===== config.mk =====
export PLATFORM = sky130hd
export DESIGN_NAME = quad_encoder_gen
export DESIGN_NICKNAME = d
export VERILOG_FILES = /design/src/rtl/enc_pkg.sv /design/src/rtl/quad_encoder_gen_phase_timer.sv /design/src/rtl/quad_encoder_gen.sv
export SDC_FILE = /design/constraint.sdc
export NUM_CORES = 1
export LEC_CHECK = 0
export BUFFER_PORTS_ARGS = -buffer_cell sky130_fd_sc_hd__clkbuf_2
export CAP_MARGIN = 20
export CORE_MARGIN = 1
export CORE_UTILIZATION = 35
export CTS_CLUSTER_DIAMETER = 40
export CTS_CLUSTER_SIZE = 30
export DETAILED_ROUTE_END_ITERATION = 8
export GPL_TIMING_DRIVEN = 0
export PLACE_DENSITY_LB_ADDON = 0.2
export RECOVER_POWER = 25
export SLEW_MARGIN = 0
export SYNTH_ARGS = -nofsm -noshare
export SYNTH_HDL_FRONTEND = slang
export SYNTH_HIERARCHICAL = 1
export SYNTH_SLANG_ARGS = --single-unit

===== constraint.sdc =====
create_clock -name clk -period 5.6 [get_ports clk]
set_input_delay 0.56 -clock clk [delete_from_list [all_inputs] [get_ports clk]]
set_output_delay 0.56 -clock clk [all_outputs]
set_load 0.01 [all_outputs]

===== src/rtl/enc_pkg.sv =====
// Shared types and quadrature lookup for the A/B encoder signal generator.
package enc_pkg;

    localparam int CNT_W_DEF   = 32;
    localparam int PHASE_W_DEF = 16;

    typedef enum logic [1:0] {
        IDLE,
        RUN,
        STOP
    } state_t;

    localparam logic [1:0] STEP0 = 2'd0;
    localparam logic [1:0] STEP1 = 2'd1;
    localparam logic [1:0] STEP2 = 2'd2;
    localparam logic [1:0] STEP3 = 2'd3;

    // Returns {A, B} for a given direction and step.
    function automatic logic [1:0] quad_ab(input logic dir, input logic [1:0] step);
        logic [1:0] ab;
        unique case (step)
            STEP0:   ab = 2'b00;
            STEP1:   ab = dir ? 2'b01 : 2'b10;
            STEP2:   ab = 2'b11;
            default: ab = dir ? 2'b10 : 2'b01;
        endcase
        return ab;
    endfunction

endpackage


===== src/rtl/quad_encoder_gen_phase_timer.sv =====
// Phase timer: counts 0..len-1 while running and strobes tick at terminal count.
module enc_phase_timer #(
    parameter int PHASE_W = 16
) (
    input  logic               clk,
    input  logic               rst,
    input  logic               load,
    input  logic               run,
    input  logic [PHASE_W-1:0] len,
    output logic [PHASE_W-1:0] cnt,
    output logic               tick
);

    assign tick = run && (cnt == len - PHASE_W'(1));

    always_ff @(posedge clk) begin
        if (rst) begin
            cnt <= '0;
        end else if (load || !run || tick) begin
            cnt <= '0;
        end else begin
            cnt <= cnt + PHASE_W'(1);
        end
    end

endmodule


===== src/rtl/quad_encoder_gen.sv =====
// Quadrature A/B burst generator; define GLITCH_INJECT_EN to add the
// single-cycle A glitch injector (glitch_req / glitch_cnt).
module quad_encoder_gen
    import enc_pkg::*;
#(
    parameter int CNT_W   = CNT_W_DEF,
    parameter int PHASE_W = PHASE_W_DEF
) (
    input  logic               clk,
    input  logic               rst,
    input  logic               start,
    input  logic               abort,
    input  logic               dir,
    input  logic [PHASE_W-1:0] phase_len,
    input  logic [CNT_W-1:0]   pulse_target,
`ifdef GLITCH_INJECT_EN
    input  logic               glitch_req,
    output logic [15:0]        glitch_cnt,
`endif
    output logic               enc_a,
    output logic               enc_b,
    output logic               busy,
    output logic               done,
    output logic [CNT_W-1:0]   pulses_sent
);

    state_t             state_q, state_d;
    logic [1:0]         step_q, step_d;
    logic               dir_q;
    logic [PHASE_W-1:0] len_q;
    logic [CNT_W-1:0]   tgt_q;
    logic [CNT_W-1:0]   cnt_q, cnt_d;
    logic               a_q, b_q, done_q, done_d;
    logic               latch, tick, fire;
    logic [1:0]         ab_now, ab_next, ab_out;
    logic [PHASE_W-1:0] phase_cnt;

    enc_phase_timer #(.PHASE_W(PHASE_W)) u_timer (
        .clk  (clk),
        .rst  (rst),
        .load (latch),
        .run  (state_q != IDLE),
        .len  (len_q),
        .cnt  (phase_cnt),
        .tick (tick)
    );

    always_comb begin
        state_d = state_q;
        step_d  = step_q;
        cnt_d   = cnt_q;
        done_d  = 1'b0;
        latch   = 1'b0;
        ab_now  = quad_ab(dir_q, step_q);
        ab_next = ab_now;
        unique case (state_q)
            IDLE: begin
                if (start && phase_len != '0) begin
                    latch   = 1'b1;
                    state_d = RUN;
                    step_d  = STEP0;
                    cnt_d   = '0;
                end
            end
            RUN, STOP: begin
                if (state_q == RUN && abort) state_d = STOP;
                if (tick) begin
                    // A cycle only ends after step3, so no partial pulse leaks out.
                    if (step_q == STEP3 &&
                        ((tgt_q != '0 && cnt_q == tgt_q) || state_d == STOP)) begin
                        state_d = IDLE;
                        step_d  = STEP0;
                        done_d  = 1'b1;
                    end else begin
                        step_d  = step_q + 2'd1;
                        ab_next = quad_ab(dir_q, step_d);
                        if (ab_next[1] && !ab_now[1]) cnt_d = cnt_q + CNT_W'(1);
                    end
                end
            end
            default: state_d = IDLE;
        endcase
        ab_out = (state_d == IDLE) ? 2'b00 : quad_ab(dir_q, step_d);
    end

`ifdef GLITCH_INJECT_EN
    logic        armed_q, armed_d;
    logic [15:0] gcnt_q;

    // Fires on the cycle before phase counter 1 of step0, so the registered A shows it there.
    assign fire = armed_q && state_q != IDLE && state_d != IDLE &&
                  step_q == STEP0 && phase_cnt == '0 && len_q >= PHASE_W'(4);

    always_comb begin
        armed_d = (armed_q || (glitch_req && state_q != IDLE)) && !fire;
        if (state_d == IDLE) armed_d = 1'b0;
    end

    always_ff @(posedge clk) begin
        if (rst) begin
            armed_q <= 1'b0;
            gcnt_q  <= '0;
        end else begin
            armed_q <= armed_d;
            if (fire) gcnt_q <= gcnt_q + 16'd1;
        end
    end

    assign glitch_cnt = gcnt_q;
`else
    assign fire = 1'b0;
`endif

    always_ff @(posedge clk) begin
        if (rst) begin
            state_q <= IDLE;
            step_q  <= STEP0;
            dir_q   <= 1'b0;
            len_q   <= '0;
            tgt_q   <= '0;
            cnt_q   <= '0;
            a_q     <= 1'b0;
            b_q     <= 1'b0;
            done_q  <= 1'b0;
        end else begin
            state_q <= state_d;
            step_q  <= step_d;
            cnt_q   <= cnt_d;
            a_q     <= ab_out[1] | fire;
            b_q     <= ab_out[0];
            done_q  <= done_d;
            if (latch) begin
                dir_q <= dir;
                len_q <= phase_len;
                tgt_q <= pulse_target;
            end
        end
    end

    assign enc_a       = a_q;
    assign enc_b       = b_q;
    assign busy        = state_q != IDLE;
    assign done        = done_q;
    assign pulses_sent = cnt_q;

endmodule


# Yosys cells after proc, flatten, opt, wreduce, memory -nomap -nowiden
# Index checks and enable logic that the tools add are counted.
# Widths: inputs -> output; s select.
# word_totals
word_cells	83
ff_bits	104
in_bits	53
# classes
n_reduce_logical	25
mux	26
eq_ne	16
addsub	4
n_bitwise	2
# op_table
op	count
$mux 32	4
$pmux 32 s2	1
$add 32x1->32 const B	1
$eq 32x32->1	1
$reduce_bool 32->1	1
$mux 2	13
$pmux 2 s3	3
$add 16x1->16 const B	1
$eq 16x16->1	1
$reduce_bool 16->1	1
$sub 16x1->16 const B	1
$eq 2x2->1 const B	6
$logic_not 2->1	5
$eq 2x1->1 const B	4
$pmux 2 s2	2
$logic_and 1x1->1	6
$ne 2x2->1 const B	3
$reduce_or 2->1	3
$reduce_and 5->1	1
$reduce_bool 2->1	2
$logic_or 1x1->1	3
$mux 1	3
$reduce_or 3->1	1
$add 2x1->2 const B	1
other kinds (3)	5

# Logic depth before layout (Yosys ltp)
# Gate-level depths: netlist (run 1).
# depth
word_depth	15
ltp_mapped	14
depth_no_buf	13

# Cells and area by module
# The synthesis (run 1) kept the hierarchy.
# modules_own_cells
module	n_inst	cells_each	seq_area_each_um2	area_each_um2
quad_encoder_gen	1	553	1761.7	4463.0
enc_phase_timer	1	154	320.3	1232.4

# Least setup slack after synthesis (run 1)
# OpenSTA, ideal clock, no wires.
# synth_timing
path_type	flip-flop to flip-flop
from	register len_q[0]
to	register cnt_q[31], in the netlist pulses_sent[31]
synth_period_minus_slack_ns	3.732
t_required_ns	5.529
path_slack_ns	1.868
stages_incl_launch_ff	15
arrival_time_ns	3.662
cell_sequence	dfxtp_1 -> inv_1 -> ha_1 -> or4b_1 -> or2_1 -> o41ai_2 -> o22ai_1 -> a2111oi_4 -> buf_6 -> o2111ai_1 -> o2bb2ai_2 -> nor4_4 -> buf_6 -> nand4_1 -> a21oi_1
# synth_via
elab_chain_len	5
# synth_lines
item	line	text
from (decl)	quad_encoder_gen.sv:30	logic [PHASE_W-1:0] len_q;
from (signal assigned)	quad_encoder_gen.sv:134	len_q <= phase_len;
$sub 16x1->16	quad_encoder_gen_phase_timer.sv:14	assign tick = run && (cnt == len - PHASE_W'(1));
$eq 16x16->1	quad_encoder_gen_phase_timer.sv:14	
$logic_and 1x1->1	quad_encoder_gen_phase_timer.sv:14	
via tick	quad_encoder_gen.sv:34	logic latch, tick, fire;
$ne 2x1->1 (no line)	n/a	
$reduce_and 5->1 (no line)	n/a	
to (signal assigned)	quad_encoder_gen.sv:128	cnt_q <= cnt_d;
to (decl)	quad_encoder_gen.sv:32	logic [CNT_W-1:0] cnt_q, cnt_d;
# The timed path passes the listed nets, and every way through them passes these cells.
# A chain may end at the register's enable or synchronous reset.

# Worst setup path after layout (run 1)
# Ends and elaborated chain as after synthesis.

==> results of run 1 <==
-- area by class of cell --
cell class | count | area, sq um | share of cell area, %
buffer | 33 | 170 | 2.54
clock buffer | 9 | 225 | 3.36
clock inverter | 7 | 124 | 1.85
inverter | 26 | 97.6 | 1.45
multi-input combinational | 544 | 3350 | 49.9
sequential | 104 | 2080 | 31.0
tap | 216 | 270 | 4.03
timing repair buffer | 88 | 397 | 5.91
-- stage by stage --
step | power, mW | cell area (sq um) | setup WS, ns | util (%)
floorplan | 0.996 | 5700 | 1.87 | -
global placement | 1.08 | 6410 | 0.941 | 40.3
detailed placement | 1.09 | 6410 | 0.936 | 40.3
CTS | 1.84 | 6760 | 0.936 | 42.5
global route | 1.89 | 6710 | 0.703 | 42.2
finish | 1.82 | 6710 | 1.00 | 42.2
-- flip-flops by register name, summed over array words and instances (netlist names) --
signal and count:
pulses_sent 32, tgt_q 32, len_q 16, u_timer/cnt 16
state_q 2, step_q 2, dir_q 1, done 1
enc_a 1, enc_b 1
-- kinds of logic (layout without fill, tap and decap cells) --
group	count (synthesis)	count (layout)	share of synthesized area, %
XOR/XNOR	73	73	11.2
AO/OA/AOI/OAI	138	138	16.0
AND/OR/NAND/NOR	319	319	28.6
buffers and inverters	59	163	4.70
flip-flops	104	104	36.6
multiplexers	3	3	0.549
adder cells (fa/ha/maj)	11	11	2.42
-- path summary, 6_finish.rpt --
path | cells past startpoint | start | to
setup / recovery | 14 | len_q[0] | pulses_sent[31]
hold / removal | 3 | pulse_target[12] | tgt_q[12]
setup reg to reg | 14 | len_q[0] | pulses_sent[31]
hold reg to reg | 2 | len_q[15] | len_q[15]
-- cells in the final DEF (no fill, tap or decap), types with 9 or more instances in the layout --
cell type	n
nand2_1	134
dfxtp_1	104
a21oi_1	63
clkbuf_1	57
clkbuf_2	53
nor2_1	43
xor2_1	41
xnor2_1	32
nor4_1	28
inv_1	25
nand3_1	25
nor3_1	25
nand4_1	14
o21ai_0	13
ha_1	11
a31oi_1	10
and3_1	9
clkbuf_16	9
-- metal layers --
layer  GRT usage [%]  routed length, um
met1            26.0               7580
met2            33.8               7790
met3            4.21                712
met4            5.34                294
met5               0                  0
-- critical path: stages, from the launching register on --
cell and delay [ns]:
dfxtp_1 0.38, inv_1 0.08, ha_1 0.26, or4b_1 0.52
or2_1 0.28, o41ai_1 0.41, nand4_1 0.21, a2111oi_4 0.52
buf_6 0.26, o2111ai_1 0.19, o2bb2ai_2 0.29, nor4_4 0.62
buf_6 0.24, nand4_1 0.10, a21oi_1 0.15
-- synthesized netlist by cell type (all sizes together), types with 3 or more instances --
cell and n:
a211oi 4, ha 11, xor2 41, buf 11, nand2b 6, and2 4, a31o 6, o311ai 3
o21ai 15, nor4 38, inv 26, dfxtp 104, nor2 43, nand3 25, a31oi 10, nand2 134
a41o 6, o31a 3, and4 5, clkbuf 22, nor3 25, nand4 16, and3 9, xnor2 32
a21o 7, a21oi 63
-- where the power goes --
group / total, mW / internal (mW) / switching (mW)
logic: 0.267 / 0.101 / 0.167
clock network: 0.750 / 0.442 / 0.308
registers: 0.801 / 0.766 / 0.0349
==> impl_metrics.py, run 1 <==
metrics = {
    "run_status": {
        "outcome": "completed",
    },
    "floorplanning": {
        "die_w_um": 130,
        "die-area_sq_um": 16800,
        "ios": 89,
        "core_sq_um": 15900,
        "num_rows": 46,
        "start_util_pct": 35.9,
        "die_h_um": 130,
    },
    "logic_synthesis": {
        "netlist_area_sq_um": 5700,
        "synth_nets": 771,
        "synth_area_leader_cell": "dfxtp_1",
        "avgSynthCellArea_sq_um": 8.06,
        "synth_edf_count": 0,
        "synth_area_leaders": "dfxtp_1, nand2_1, xor2_1",
        "synth_top_flop_cell": "dfxtp_1",
        "synth_cells": 707,
        "yosys_warnings": 6,
        "yosysUniqueCellTypes": 65,
        "synthArstFlopShare_pct": 0,
        "synth_top_area_share_pct": 36.6,
        "ys_seq_elements": 104,
        "ys_seq_area_share_pct": 36.6,
    },
    "grt": {
        "grt_pass1_wl_um": 25600,
        "first_global_vias": 4962,
        "grt_max_degree": 19,
        "grt.overflow.total": 0,
        "track_usage_pct": 20.1,
        "grt_antenna_before_repair": 0,
    },
    "drt": {
        "drt_pass1_iterations": 4,
        "ant_nets": 0,
        "drc_errors": 0,
        "drtIter0Drc": 262,
        "wl_per_cell_um": 15.9,
        "vias_per_cell": 5.18,
        "wirelength_um": 16400,
        "num_vias": 5323,
    },
    "clock_network": {
        "post_cts_buffers": 0,
        "cts.clk_slew.worst_paths_ns": 0.08,
        "cts_resized": 0,
        "ctsLongestPathBuffers": 2,
        "postCtsHoldBufs": 0,
        "htree_levels": 3,
        "clk_latency_ns": 0.37,
        "cts_tree": "built",
        "clock-sinks": 104,
        "clock-root-buffer": "clkbuf_16",
        "cts_made_buffers": 9,
    },
    "sta": {
        "timing.final.hold_violations": 0,
        "worst_slew_pin_slew_ns": 0.757,
        "fmax_mhz": 218,
        "setup_viol": 0,
        "min_period_ns": 4.60,
        "skew_ns": 0.0146,
        "maxSlewViolCount": 0,
        "holdWs_ns": 0.403,
        "rsz0062_at_grt": "false",
        "fin_tns_setup_ns": 0,
        "period_share_pct": 82.1,
        "relSlewSlack_pct": 49.4,
    },
    "final_layout": {
        "nNetsFinal": 870,
        "area_growth_pct": 17.8,
        "fillers": 1700,
        "diodes": 0,
        "fin_cells": 1027,
        "final_layout_size_suffix_gt1_share_pct": 12.7,
    },
    "critical_path": {
        "startpoint_type": "flip-flop",
        "rrSetupSlack_ns": 1.00,
        "worstPathRequired_ns": 5.89,
        "critical_path_arrival_ns": 4.89,
        "end_kind": "flip-flop",
        "crit_fanout": 17,
        "path_class": "flip-flop to flip-flop",
    },
    "power": {
        "ir_drop_uv": 165,
        "power_leakage_nw": 2.67,
        "powerDensity_nw_per_um2": 271,
    },
    "place": {
        "dp_cells": 1011,
        "gp_congestion": 0.805,
        "io_buffers": 88,
        "dp_hpwl_um": 12600,
    },
    "run": {
        "max_cap_viol_count": 0,
    },
    "hold_path": {
        "hp-class": "input pin to flip-flop",
    },
}
Power figures use the tool's default switching activity.
==> run 2, diff against run 1 <==
Settings changed: ABC_AREA set to 1.
Clock period 5.6 ns to 4.44 ns, I/O delays scaled along.
==> run 2 against run 1 <==
Effect of this change:
- synthesized cell count grew 36%
- non-clock buffer count grew 4
- cell area grew 9.5%
- setup slack gained 0.39 ns
- die area grew 11%
- combinational power grew 93%
- final cell count grew 26%
- utilization shrank 0.34 points
- clock power grew 15%
- count of clock-buffer cells in the layout grew 1
- critical path type unchanged
- largest cell class unchanged
- largest power group unchanged
==> impl_metrics.py, run 2 <==
metrics = {
    "sta": {
        "timing.final.hold_violations": 0,
        "min_period_ns": 3.05,
        "worst_slew_pin_slew_ns": 0.768,
        "setup_viol": 0,
        "maxSlewViolCount": 0,
        "period_share_pct": 68.7,
        "skew_ns": 0.00884,
        "fmax_mhz": 328,
        "relSlewSlack_pct": 48.3,
        "rsz0062_at_grt": "false",
        "fin_tns_setup_ns": 0,
    },
    "clock_network": {
        "htree_levels": 3,
        "cts_made_buffers": 9,
        "clock-sinks": 104,
        "cts.clk_slew.worst_paths_ns": 0.08,
        "post_cts_buffers": 0,
        "postCtsHoldBufs": 0,
        "cts_tree": "built",
        "clk_latency_ns": 0.36,
        "clock-root-buffer": "clkbuf_16",
        "ctsLongestPathBuffers": 2,
        "cts_resized": 0,
    },
    "grt": {
        "first_global_vias": 5942,
        "top_usage_layer": "met2",
        "grt_max_degree": 19,
        "grt_use_met2_pct": 35.4,
        "grt_util_met3_pct": 4.00,
        "grt_pass1_wl_um": 30300,
        "track_usage_pct": 21.1,
        "met1_usage_pct": 27.3,
        "grt.overflow.total": 0,
        "grt_antenna_before_repair": 0,
    },
    "drt": {
        "wirelength_um": 18600,
        "ant_nets": 0,
        "drt_pass1_iterations": 5,
        "num_vias": 6279,
        "drc_errors": 0,
        "wl_per_cell_um": 14.4,
        "vias_per_cell": 4.86,
        "drtIter0Drc": 390,
    },
    "logic_synthesis": {
        "synth_area_leader_cell": "dfxtp_1",
        "yosys_warnings": 6,
        "synth-compound-area-share_pct": 9.98,
        "muxShareOfSynthArea_pct": 0,
        "synth_area_leaders": "dfxtp_1, nand2_1, nor2_1",
        "synthSimpleGateAreaFrac_pct": 35.8,
        "synth_common_cells": "nand2_1, nor2_1, dfxtp_1, inv_1, a21oi_1",
        "synth_edf_count": 0,
        "synth_most_common_cell": "nand2_1",
        "avgSynthCellArea_sq_um": 6.60,
        "synthAdderAreaFrac_pct": 2.16,
        "netlist_area_sq_um": 6360,
        "synth_top_family_by_area": "simple AND/OR/NAND/NOR gates",
        "ys_seq_elements": 104,
        "synth_cells": 963,
        "synth-xor-area-share_pct": 10.3,
        "synth_nets": 1027,
        "ys_seq_area_share_pct": 32.7,
        "synth_top_area_share_pct": 32.7,
        "yosysUniqueCellTypes": 34,
        "synthArstFlopShare_pct": 0,
        "synth_top_flop_cell": "dfxtp_1",
    },
    "critical_path": {
        "critical_path_arrival_ns": 3.34,
        "crit_fanout": 10,
        "end_kind": "flip-flop",
        "path_class": "flip-flop to flip-flop",
        "worstPathRequired_ns": 4.73,
        "startpoint_type": "flip-flop",
    },
    "floorplanning": {
        "core_sq_um": 17500,
        "start_util_pct": 36.3,
        "die_w_um": 137,
        "die-area_sq_um": 18700,
        "die_h_um": 137,
        "ios": 89,
        "num_rows": 48,
    },
    "power": {
        "p_sw_mw": 0.787,
        "switching_share_pct": 32.6,
        "p_clk_share_pct": 35.7,
        "power_leakage_nw": 2.87,
        "power_frac_seq_pct": 43.0,
        "powerDensity_nw_per_um2": 329,
        "p_int_mw": 1.63,
        "combPwrFrac_pct": 21.3,
        "ir_drop_uv": 195,
        "p_total_mw": 2.42,
    },
    "final_layout": {
        "final_cell_mix": "nand2_1, nor2_1, dfxtp_1",
        "area_growth_pct": 15.6,
        "diodes": 0,
        "layout_commonest_cell": "nand2_1",
        "final_layout_size_suffix_gt1_share_pct": 12.2,
        "nNetsFinal": 1126,
    },
    "run_status": {
        "outcome": "completed",
    },
    "run": {
        "max_cap_viol_count": 0,
    },
    "place": {
        "dp_hpwl_um": 14700,
        "io_buffers": 88,
        "gp_congestion": 0.954,
    },
    "hold_path": {
        "hp-class": "input pin to flip-flop",
    },
}
run 2: changes by cell type in the layout (fill, tap and decap cells not counted), moves of 7 or more:
cell | before | now
nor4_2 | 7 | 0
a21o_1 | 7 | 0
nor2_1 | 43 | 172
nor4_1 | 28 | 11
a31oi_1 | 10 | 0
and3_1 | 9 | 0
nand2_1 | 134 | 225
o21ai_0 | 13 | 59
nor2_2 | 0 | 15
inv_1 | 25 | 84
run 2: per-stage QoR:
| step | utilization [%] | hold slack [ns] | worst slack [ns] | area, sq um | std cells |
|---|---|---|---|---|---|
| after floorplan | - | 0.439 | 2.06 | 6360 | 963 |
| after global placement | 40.4 | 0.464 | 1.38 | 7080 | 1276 |
| after detailed placement | 40.4 | 0.469 | 1.39 | 7080 | 1276 |
| after CTS | 42.2 | 0.305 | 1.36 | 7390 | 1292 |
| after global routing | 41.9 | 0.310 | 1.06 | 7350 | 1292 |
| final | 41.9 | 0.307 | 1.39 | 7350 | 1292 |
run 2: worst paths after layout:
path | startpoint | endpoint | slack (ns) | cells past startpoint
max | len_q[0] | pulses_sent[16] | 1.39 | 17
min | pulse_target[24] | tgt_q[24] | 0.31 | 3
max reg2reg | len_q[0] | pulses_sent[16] | 1.39 | 17
min reg2reg | tgt_q[13] | tgt_q[13] | 0.49 | 2
run 2: layer usage:
layer,wire (um),up-vias
met4,369,0
met1,8650,2835
li1,-,3270
met2,8670,146
met3,909,28
met5,0,-
run 2: logic make-up after synthesis:
kind of cell | after synthesis
AOI/OAI and AO/OA | 125
xor gates and xnor gates | 73
and+or+nand+nor | 522
DFF | 104
buffers and inverters | 128
adders and majority gates | 11
run 2: worst max-delay path: stages, from the launching register on:
cell,delay [ns]
dfxtp_1,0.33
inv_1,0.13
ha_1,0.36
nand2_4,0.12
o21ai_0,0.28
nand2_1,0.08
nand2_1,0.10
nand2_1,0.05
nor3_1,0.18
nand2_1,0.06
nor2_1,0.27
nor2_1,0.14
nor2_1,0.22
nand2_4,0.15
inv_4,0.12
buf_6,0.14
nand3_1,0.09
a21oi_1,0.16
run 2: power groups by stage:
stage	combinational, mW	sequential [mW]	clock [mW]
after floorplan	0.375	1.05	0
after global placement	0.513	1.06	0
after detailed placement	0.515	1.06	0
after CTS	0.517	1.04	0.881
after global routing	0.583	1.05	0.914
final	0.514	1.04	0.863
run 2: cell type report:
class	count	area [sq um]
plain buffers	37	233
clock buffers	10	239
clock inverters	6	73.8
fillers	1945	10200
inverters	91	344
multi-input cells	731	3700
flip-flops and latches	104	2080
well taps	225	282
repair buffers	88	397
==> run 3, diff against run 2 <==
Clock period 4.44 ns to 2.77 ns, I/O delays scaled along.
==> run 3 against run 2 <==
Effect of this change:
- sequential cell count unchanged
- critical path depth unchanged
- via count down 0.19%
- clock power up 60%
- critical path type unchanged
- largest power group unchanged
- highest routed layer unchanged
==> impl_metrics.py, run 3 (same netlist as run 2, synthesis figures left out) <==
metrics = {
    "clock_network": {
        "clk_latency_ns": 0.36,
        "clock-root-buffer": "clkbuf_16",
        "htree_levels": 3,
        "cts_tree": "built",
        "ctsLongestPathBuffers": 2,
        "cts_made_buffers": 9,
        "postCtsHoldBufs": 0,
        "clock-sinks": 104,
        "cts.clk_slew.worst_paths_ns": 0.08,
    },
    "place": {
        "gp_congestion": 0.954,
        "dp_hpwl_um": 14700,
        "io_buffers": 88,
        "pre_cts_slack_ns": -0.279,
    },
    "power": {
        "power_leakage_nw": 2.89,
        "switching_share_pct": 32.5,
        "p_total_mw": 3.89,
        "power_frac_seq_pct": 42.9,
        "p_sw_mw": 1.27,
        "ir_drop_uv": 310,
        "p_clk_share_pct": 35.4,
        "p_int_mw": 2.63,
        "powerDensity_nw_per_um2": 525,
        "combPwrFrac_pct": 21.7,
    },
    "sta": {
        "relSlewSlack_pct": 46.0,
        "setup_ws_ns": 0.206,
        "timing.final.hold_violations": 0,
        "worst_slew_pin_slew_ns": 0.802,
        "min_period_ns": 2.56,
        "holdWs_ns": 0.138,
        "fin_tns_setup_ns": 0,
        "setup_viol": 0,
        "fmax_mhz": 390,
        "period_share_pct": 92.5,
        "maxSlewViolCount": 0,
        "skew_ns": 0.00950,
    },
    "grt": {
        "grt_antenna_before_repair": 0,
        "grt.overflow.total": 0,
        "grt_pass1_wl_um": 30300,
        "track_usage_pct": 21.1,
        "grt_max_degree": 19,
        "first_global_vias": 5944,
    },
    "drt": {
        "drt_pass1_iterations": 5,
        "m1WireLength_um": 8680,
        "top_layer_used": "met4",
        "wl_per_cell_um": 14.4,
        "wl_met3_um": 877,
        "vias_per_cell": 4.84,
        "drtIter0Drc": 322,
        "wirelength_um": 18700,
        "wl_met2_um": 8730,
        "drc_errors": 0,
        "num_vias": 6267,
        "ant_nets": 0,
    },
    "final_layout": {
        "diodes": 0,
        "final_cell_mix": "nand2_1, nor2_1, dfxtp_1",
        "layout_commonest_cell": "nand2_1",
        "final_layout_size_suffix_gt1_share_pct": 13.6,
        "area_growth_pct": 16.5,
        "nNetsFinal": 1129,
    },
    "critical_path": {
        "crit_chain": "inv_2 -> ha_4 -> nand2_4 -> nor2_4 -> nand2_1 -> nand3_1 -> nand4_1 -> nor3_1 -> nand2_1 -> nor2_4 -> nor2_1 -> nor2_2 -> nand2_4 -> inv_4 -> buf_6 -> nand3_1 -> a21oi_2",
        "r2r-start": "len_q[0]",
        "startpoint": "len_q[0]",
        "path_class": "flip-flop to flip-flop",
        "worstPathRequired_ns": 3.07,
        "cp_slowest_stage_delay_ns": 0.34,
        "slowest_stage": "dfxtp_1",
        "crit_buf_inv": 3,
        "critical_path_arrival_ns": 2.86,
        "startpoint_type": "flip-flop",
        "crit_fanout": 10,
        "end_kind": "flip-flop",
        "cpLargestDelayFamily": "simple AND/OR/NAND/NOR gates",
    },
    "floorplanning": {
        "core_sq_um": 17500,
        "die-area_sq_um": 18700,
        "die_w_um": 137,
        "die_h_um": 137,
        "num_rows": 48,
        "start_util_pct": 36.3,
        "ios": 89,
    },
    "hold_path": {
        "hp-start": "pulse_target[24]",
        "hp-class": "input pin to flip-flop",
    },
    "run": {
        "max_cap_viol_count": 0,
    },
    "run_status": {
        "outcome": "completed",
    },
}
-- run 3: cell count changes in the layout (fill, tap and decap cells not counted), sizes merged --
cell  previous run  this run
buf             18        21
-- run 3: final timing paths --
| check | cells after the start | to | slack (ns) |
|---|---|---|---|
| max reg2reg | 17 | pulses_sent[16] | 0.21 |
| min | 3 | tgt_q[24] | 0.14 |
| min reg2reg | 1 | u_timer/cnt[0] | 0.49 |
| max | 17 | pulses_sent[16] | 0.21 |
-- run 3: what timing repair did --
item,CTS,global route
buffers inserted,0,3
gates resized for setup,5,9
pin swaps,0,3
endpoints found under the setup margin,34,34
hold endpoints to repair,0,0
-- run 3: cell type report --
class,instances,area (sq um)
clock inverter,6,73.8
fill,1946,10100
sequential,104,2080
clock buffer,10,239
tap,225,282
timing repair buffer,91,420
multi-input combinational,731,3730
buffer,37,233
inverter,91,344
-- run 3: per-layer routing --
layer	up-vias	GRT usage [%]
li1	3272	-
met1	2821	27.3
met2	147	35.4
met3	27	4.00
met4	0	6.41
met5	-	0
-- run 3: through the flow --
stage | instance area, sq um | std cells | util, %
3_3_place_gp | 7080 | 1276 | 40.4
5_1_grt | 7410 | 1295 | 42.3
2_1_floorplan | 6360 | 963 | -
4_1_cts | 7410 | 1292 | 42.2
6_report | 7410 | 1295 | 42.3
3_5_place_dp | 7080 | 1276 | 40.4
-- run 3: power groups by stage --
| stage | logic [mW] | registers (mW) | clock network (mW) |
|---|---|---|---|
| 2_1_floorplan | 0.600 | 1.68 | 0 |
| 3_3_place_gp | 0.822 | 1.70 | 0 |
| 3_5_place_dp | 0.825 | 1.70 | 0 |
| 4_1_cts | 0.833 | 1.67 | 1.41 |
| 5_1_grt | 0.953 | 1.68 | 1.47 |
| 6_report | 0.844 | 1.67 | 1.38 |
-- run 3: worst min-delay path, stage by stage --
cell and delay (ns):
clkbuf_2 0.07, nor2_1 0.03, nor2_1 0.08
